File: src/rtl/mem_ctrl_arb_pkg.sv
// mem_ctrl_arb_pkg
//    Shared types and widths for the IF/MEM byte-serial memory arbiter.
//    owner_e : which initiator owns the RAM (OWN_NONE/OWN_IF/OWN_MEM, 2 bits)
//    state_e : arbiter FSM states
//    BYTE_W / REG_W : byte bus and initiator register (address) widths
package mem_ctrl_arb_pkg;

   localparam int BYTE_W = 8;
   localparam int REG_W  = 32;

   typedef enum logic [1:0] {
      OWN_NONE = 2'd0,
      OWN_IF   = 2'd1,
      OWN_MEM  = 2'd2
   } owner_e;

   typedef enum logic [1:0] {
      ST_IDLE    = 2'd0,
      ST_OWN_IF  = 2'd1,
      ST_OWN_MEM = 2'd2
   } state_e;

   function automatic owner_e state_owner(input state_e s);
      case (s)
         ST_OWN_IF:  return OWN_IF;
         ST_OWN_MEM: return OWN_MEM;
         default:    return OWN_NONE;
      endcase
   endfunction

endpackage

File: src/rtl/mem_ctrl_arb_if.sv
// mem_ctrl_arb_if
//    Bus bundle between the IF/MEM initiators, the arbiter and the single-port RAM.
//    slave  : arbiter view (takes requests and RAM read byte, drives grants,
//             read returns and the RAM address/write strobe/write byte)
//    master : environment view (initiators plus RAM), the mirror image
interface mem_ctrl_arb_if #(
   parameter int ADDR_W = 17
);
   import mem_ctrl_arb_pkg::*;

   logic                if_req_i;
   logic [REG_W-1:0]    if_addr_i;
   logic                mem_req_i;
   logic                mem_we_i;
   logic [REG_W-1:0]    mem_addr_i;
   logic [BYTE_W-1:0]   mem_wdata_i;
   logic                if_grant_o;
   logic                mem_grant_o;
   logic [BYTE_W-1:0]   if_rdata_o;
   logic                if_rvalid_o;
   logic [BYTE_W-1:0]   mem_rdata_o;
   logic                mem_rvalid_o;
   logic [ADDR_W-1:0]   ram_addr_o;
   logic                ram_we_o;
   logic [BYTE_W-1:0]   ram_wdata_o;
   logic [BYTE_W-1:0]   ram_rdata_i;

   modport slave (
      input  if_req_i, if_addr_i, mem_req_i, mem_we_i, mem_addr_i, mem_wdata_i,
      input  ram_rdata_i,
      output if_grant_o, mem_grant_o, if_rdata_o, if_rvalid_o,
      output mem_rdata_o, mem_rvalid_o, ram_addr_o, ram_we_o, ram_wdata_o
   );

   modport master (
      output if_req_i, if_addr_i, mem_req_i, mem_we_i, mem_addr_i, mem_wdata_i,
      output ram_rdata_i,
      input  if_grant_o, mem_grant_o, if_rdata_o, if_rvalid_o,
      input  mem_rdata_o, mem_rvalid_o, ram_addr_o, ram_we_o, ram_wdata_o
   );

endinterface

File: src/rtl/mem_ctrl_arb.sv
// mem_ctrl_arb
//    Responder end of the byte-serial memory interface shared by IF and MEM.
//    Grants RAM ownership per transaction, forwards the owner's address/write
//    to the RAM and routes the RAM read byte back one cycle later.
// Ports
//    clk   : rising-edge clock
//    rst_n : asynchronous active-low reset
//    bus   : mem_ctrl_arb_if.slave (requests, grants, read returns, RAM side)
// Parameters
//    ADDR_W     : RAM address width; initiator address bits above it are ignored
//    IF_MAXWAIT : cycles IF may wait before it outranks MEM at arbitration (0 = never)
module mem_ctrl_arb
   import mem_ctrl_arb_pkg::*;
#(
   parameter int ADDR_W     = 17,
   parameter int IF_MAXWAIT = 15
) (
   input logic          clk,
   input logic          rst_n,
   mem_ctrl_arb_if.slave bus
);

   localparam int CNT_W = (IF_MAXWAIT > 0) ? $clog2(IF_MAXWAIT + 1) : 1;
   localparam logic [CNT_W-1:0] CNT_MAX = CNT_W'(IF_MAXWAIT);

   state_e             state_q, state_d;
   owner_e             owner, owner_d;
   logic               rd_d;
   logic               rd_now;
   logic               if_wins;
   logic [CNT_W-1:0]   wait_q;
   logic [BYTE_W-1:0]  if_rdata_q, mem_rdata_q;
   logic               unused_addr_hi;

   assign unused_addr_hi = ^{bus.if_addr_i[REG_W-1:ADDR_W], bus.mem_addr_i[REG_W-1:ADDR_W]};

   // IF outranks MEM only when it is requesting and has starved long enough.
   always_comb begin
      if_wins = (IF_MAXWAIT != 0) && bus.if_req_i && (wait_q == CNT_MAX);
   end

   // Reset is folded in so grants and the write strobe fall asynchronously.
   always_comb begin
      state_d = state_q;
      if (!rst_n) begin
         state_d = ST_IDLE;
      end else begin
         case (state_q)
            ST_IDLE: begin
               if (bus.mem_req_i)
                  state_d = if_wins ? ST_OWN_IF : ST_OWN_MEM;
               else if (bus.if_req_i)
                  state_d = ST_OWN_IF;
            end
            ST_OWN_IF: begin
               if (!bus.if_req_i)
                  state_d = bus.mem_req_i ? ST_OWN_MEM : ST_IDLE;
            end
            ST_OWN_MEM: begin
               if (!bus.mem_req_i)
                  state_d = bus.if_req_i ? ST_OWN_IF : ST_IDLE;
            end
            default: state_d = ST_IDLE;
         endcase
      end
   end

   // Grants and RAM drive follow the next-state owner so the first byte is not delayed.
   always_comb begin
      owner           = state_owner(state_d);
      bus.if_grant_o  = (owner == OWN_IF);
      bus.mem_grant_o = (owner == OWN_MEM);
      bus.ram_addr_o  = '0;
      bus.ram_we_o    = 1'b0;
      bus.ram_wdata_o = '0;
      case (owner)
         OWN_IF: begin
            bus.ram_addr_o = bus.if_addr_i[ADDR_W-1:0];
         end
         OWN_MEM: begin
            bus.ram_addr_o  = bus.mem_addr_i[ADDR_W-1:0];
            bus.ram_we_o    = bus.mem_we_i;
            bus.ram_wdata_o = bus.mem_wdata_i;
         end
         default: ;
      endcase
      rd_now = (owner != OWN_NONE) && !bus.ram_we_o;
   end

   // Routing uses the registered owner, so a byte still returns after req falls.
   always_comb begin
      bus.if_rvalid_o  = rd_d && (owner_d == OWN_IF);
      bus.mem_rvalid_o = rd_d && (owner_d == OWN_MEM);
      bus.if_rdata_o   = bus.if_rvalid_o  ? bus.ram_rdata_i : if_rdata_q;
      bus.mem_rdata_o  = bus.mem_rvalid_o ? bus.ram_rdata_i : mem_rdata_q;
   end

   always_ff @(posedge clk or negedge rst_n) begin
      if (!rst_n) begin
         state_q     <= ST_IDLE;
         owner_d     <= OWN_NONE;
         rd_d        <= 1'b0;
         wait_q      <= '0;
         if_rdata_q  <= '0;
         mem_rdata_q <= '0;
      end else begin
         state_q <= state_d;
         owner_d <= owner;
         rd_d    <= rd_now;
         if (bus.if_grant_o)
            wait_q <= '0;
         else if (bus.if_req_i && (wait_q != CNT_MAX))
            wait_q <= wait_q + CNT_W'(1);
         if (bus.if_rvalid_o)
            if_rdata_q <= bus.ram_rdata_i;
         if (bus.mem_rvalid_o)
            mem_rdata_q <= bus.ram_rdata_i;
      end
   end

endmodule
File: src/flat_wrapper.sv
// flat-port wrapper written by rule: the top's interface ports become plain ports
module mem_ctrl_arb_flat import mem_ctrl_arb_pkg::*;
#(
   parameter int ADDR_W     = 17,
   parameter int IF_MAXWAIT = 15
)
  (clk, rst_n, bus_if_req_i, bus_if_addr_i, bus_mem_req_i, bus_mem_we_i, bus_mem_addr_i, bus_mem_wdata_i, bus_ram_rdata_i, bus_if_grant_o, bus_mem_grant_o, bus_if_rdata_o, bus_if_rvalid_o, bus_mem_rdata_o, bus_mem_rvalid_o, bus_ram_addr_o, bus_ram_we_o, bus_ram_wdata_o);
  mem_ctrl_arb_if #(.ADDR_W(ADDR_W)) bus_i ();
  input logic clk;
  input logic rst_n;
  input wire logic [$bits(bus_i.if_req_i)-1:0] bus_if_req_i;
  input wire logic [$bits(bus_i.if_addr_i)-1:0] bus_if_addr_i;
  input wire logic [$bits(bus_i.mem_req_i)-1:0] bus_mem_req_i;
  input wire logic [$bits(bus_i.mem_we_i)-1:0] bus_mem_we_i;
  input wire logic [$bits(bus_i.mem_addr_i)-1:0] bus_mem_addr_i;
  input wire logic [$bits(bus_i.mem_wdata_i)-1:0] bus_mem_wdata_i;
  input wire logic [$bits(bus_i.ram_rdata_i)-1:0] bus_ram_rdata_i;
  output wire logic [$bits(bus_i.if_grant_o)-1:0] bus_if_grant_o;
  output wire logic [$bits(bus_i.mem_grant_o)-1:0] bus_mem_grant_o;
  output wire logic [$bits(bus_i.if_rdata_o)-1:0] bus_if_rdata_o;
  output wire logic [$bits(bus_i.if_rvalid_o)-1:0] bus_if_rvalid_o;
  output wire logic [$bits(bus_i.mem_rdata_o)-1:0] bus_mem_rdata_o;
  output wire logic [$bits(bus_i.mem_rvalid_o)-1:0] bus_mem_rvalid_o;
  output wire logic [$bits(bus_i.ram_addr_o)-1:0] bus_ram_addr_o;
  output wire logic [$bits(bus_i.ram_we_o)-1:0] bus_ram_we_o;
  output wire logic [$bits(bus_i.ram_wdata_o)-1:0] bus_ram_wdata_o;
  assign bus_i.if_req_i = bus_if_req_i;
  assign bus_i.if_addr_i = bus_if_addr_i;
  assign bus_i.mem_req_i = bus_mem_req_i;
  assign bus_i.mem_we_i = bus_mem_we_i;
  assign bus_i.mem_addr_i = bus_mem_addr_i;
  assign bus_i.mem_wdata_i = bus_mem_wdata_i;
  assign bus_i.ram_rdata_i = bus_ram_rdata_i;
  assign bus_if_grant_o = bus_i.if_grant_o;
  assign bus_mem_grant_o = bus_i.mem_grant_o;
  assign bus_if_rdata_o = bus_i.if_rdata_o;
  assign bus_if_rvalid_o = bus_i.if_rvalid_o;
  assign bus_mem_rdata_o = bus_i.mem_rdata_o;
  assign bus_mem_rvalid_o = bus_i.mem_rvalid_o;
  assign bus_ram_addr_o = bus_i.ram_addr_o;
  assign bus_ram_we_o = bus_i.ram_we_o;
  assign bus_ram_wdata_o = bus_i.ram_wdata_o;
  mem_ctrl_arb #(.ADDR_W(ADDR_W), .IF_MAXWAIT(IF_MAXWAIT)) u_core (.clk(clk), .rst_n(rst_n), .bus(bus_i));
endmodule
File: config.mk
export PLATFORM = sky130hd
export DESIGN_NAME = mem_ctrl_arb_flat
export DESIGN_NICKNAME = d
export VERILOG_FILES = /design/src/rtl/mem_ctrl_arb_pkg.sv /design/src/rtl/mem_ctrl_arb_if.sv /design/src/rtl/mem_ctrl_arb.sv /design/src/flat_wrapper.sv
export SDC_FILE = /design/constraint.sdc
export NUM_CORES = 1
export LEC_CHECK = 0
export BUFFER_PORTS_ARGS = -buffer_cell sky130_fd_sc_hd__buf_2
export CAP_MARGIN = 15
export CORE_UTILIZATION = 40
export CTS_BUF_LIST = sky130_fd_sc_hd__clkbuf_8
export DETAILED_ROUTE_END_ITERATION = 10
export MAX_ROUTING_LAYER = met4
export PLACE_DENSITY = 0.87
export SLEW_MARGIN = 40
export SYNTH_ARGS = -nofsm -noshare
export SYNTH_HDL_FRONTEND = slang
export SYNTH_SLANG_ARGS = --single-unit
File: constraint.sdc
create_clock -name clk -period 5.75 [get_ports clk]
set_input_delay 0.2875 -clock clk [delete_from_list [all_inputs] [get_ports clk]]
set_output_delay 0.2875 -clock clk [all_outputs]
set_load 0.05 [all_outputs]
==> key figures <==
CTS
  – Clk_lat worst skew: around 0.26 ns
  – Root Driver: clkbuf_8
  – CTS resizes: 0
  – Setup Buffers After CTS: 0
  – Clock sinks: 25
  – Inserted Clock Buffers: 3
  – CTS tree: yes
  – Reg clk slew, reported paths: 0.08 ns
  – Post-CTS Hold Fix Bufs: 0
  – CTS max path bufs: 2
  – H-tree levels: 1

Detailed routing
  – Via count: roughly 1300
  – Avg Vias per Cell: 5.04
  – Drt wl/cell: 11.9 µm
  – Detailed Route WL: between 3000 and 4000 µm
  – Initial DRC count: 19
  – First-pass DRT Iterations: 4
  – Final ANT Viol Nets: 0
  – DR DRC count: 0

Global routing
  – Largest net degree at the start of global routing: 32
  – Vias in the first global route: ~1200
  – Grt total ovfl: 0
  – Global-route wire length before repair: around 5000 µm
  – Antenna violations before repair: 0
  – GRT Util Overall: 0.185

Final layout
  – Antenna Cells: 0
  – P&R area growth vs syn: 41.2%
  – Share of layout cells above drive strength 1: 0.561
  – Layout Nets: approximately 310
  – Commonest non-fill, non-tap cells in the layout: 100 x buf_2, 25 x dfrtp_1, 19 x nor2_1
  – Most common cell after layout, fill and taps aside: buf_2

Yosys
  – Post-synth EDFFs: 0
  – Register area share after synthesis: 0.455
  – Asr flop ratio synth: 1.00
  – Synth top area share: 0.455
  – Distinct cells, synth: 31
  – Synth warnings: 0
  – Synthesized flop and latch total: 25
  – Synthesized area per cell: 10.9 µm²
  – Top FF cell, synth: dfrtp_1
  – Top cells by area, synth: dfrtp_1 45%, mux2_2 13%, a22oi_1 9.3%
  – Mapped Cells: 126
  – Synth area leader: dfrtp_1
  – Syn Nets: about 220
  – Area of the mapped netlist: roughly 1400 µm²

Placed design
  – Number of port buffers: 100
  – Final HPWL DP: roughly 2500 µm
  – Pre-CTS setup slack: about 3.1 ns
  – Global placement routability congestion: between 0.7 and 0.8

Worst setup path
  – Worst setup EP type: output pin
  – Critical Path AT: roughly 2.8 ns
  – Crit path launch type: flip-flop
  – Req. time, crit path: between 5 and 6 ns
  – Worst-path fanout max: 24
  – Critical path class: flip-flop to output pin

Power and ir drop
  – Peak supply drop: around 0.14 mV
  – PnR Total Power: 748 µW
  – Power Dens Cells: 385 nW/µm²
  – Leakage: between 0.001 and 0.0015 µW

STA
  – Tmin final: 3.04 ns
  – Slew HR: 0.462
  – Period utilization: 0.528
  – RSZ-0062 raised after global routing: no
  – Setup Skew: 0.00557 ns
  – Fin Setup TNS: 0 ns
  – Fin. Hold Viols: 0
  – Final WS setup: approximately 2.7 ns
  – Max Fclk: 329 MHz
  – Count of final setup violators: 0
  – Final Max Slew Viols: 0
  – Slew @ Worst Pin: roughly 0.81 ns

Run status
  – Status: finished clean

Floorplan
  – DIE HEIGHT: 60.6 µm
  – Chip Width: ~60 µm
  – Num ports: approximately 130
  – Die area: 3680 µm²
  – Core area: about 3200 µm²
  – Initial Util: 0.436
  – # rows: 20

Min path
  – Worst Hold Class: input pin to asynchronous set/reset pin

Flow run
  – Max_cap viols: 0
-- synth_stat cells (3+ instances only) --
cell,count
buf_2,3
a22oi_1,17
ha_1,5
and2_1,9
nor2_1,19
mux2_2,16
dfrtp_1,25
-- cells by family (layout without fill, tap and decap cells) --
kind of cell | count (synthesis) | after routing | share of synthesized area
compound gates | 23 | 23 | 0.116
mux | 18 | 18 | 0.149
buf+inv | 9 | 106 | 0.0309
flops | 25 | 25 | 0.455
fa+ha+maj | 5 | 5 | 0.0455
simple gates | 46 | 46 | 0.203
-- sequential cells by signal, indices dropped and copies added (netlist names) --
name                count
u_core.if_rdata_q       8
u_core.mem_rdata_q      8
u_core.owner_d          2
u_core.rd_d             1
u_core.state_q          2
u_core.wait_q           4
-- power by group --
part | leakage (µW) | switching (µW) | internal [µW]
combinational | 0.000755 | 272 | 114
clock | 0.0000255 | 52.2 | 48.4
sequential | 0.000302 | 26.4 | 234
total | 0.00108 | 351 | 397
-- area by class of cell --
class                   count  area, µm²
multi-input cells          92        707
flip-flops and latches     25        626
inverters                   2       7.51
clock buffers               3       41.3
fillers                   290       1210
well taps                  44       55.1
clock inverters             1       5.00
repair buffers            100        500
-- layer usage --
metal / global-route usage / vias to the layer above / share of wire
met4: 0.0584 / 0 / 0.012
met1: 0.209 / 615 / 0.41
met2: 0.336 / 79 / 0.48
met3: 0.0256 / 5 / 0.096
li1: - / 648 / -
met5: - / - / 0
-- path summary, 6_finish.rpt --
kind                            cells past startpoint                   end                  from  slack [ns]
worst min-delay path                                1  u_core.if_rdata_q[7]                 rst_n        0.02
max in group asynchronous                           1  u_core.if_rdata_q[1]                 rst_n        5.32
min in group clk                                    2  u_core.if_rdata_q[7]    bus_ram_rdata_i[7]        0.28
worst max register to register                      7      u_core.wait_q[0]      u_core.wait_q[0]        3.36
worst min register to register                      1  u_core.if_rdata_q[2]  u_core.if_rdata_q[2]        0.50
worst max-delay path                                8     bus_ram_addr_o[7]      u_core.wait_q[0]        2.71
-- worst max-delay path: stages (launching register included) --
cell and delay (ns):
dfrtp_1 0.40, ha_1 0.23, a31oi_1 0.10, o22ai_1 0.28, and3_1 0.21, ha_1 0.68
a22oi_1 0.16, nor2_1 0.15, buf_2 0.28
-- per-stage QoR --
stage / cell area, µm² / util / cells / hold WS, ns
final: 1940 / 0.616 / 267 / 0.0242
after global routing: 1940 / 0.616 / 267 / 0.0624
after CTS: 1940 / 0.616 / 267 / 0.0390
after detailed placement: 1900 / 0.601 / 263 / 0.337
after global placement: 1900 / 0.601 / 263 / 0.326
after floorplan: 1380 / - / 126 / -0.00809
Note: power is estimated with default switching activity, not from simulation.
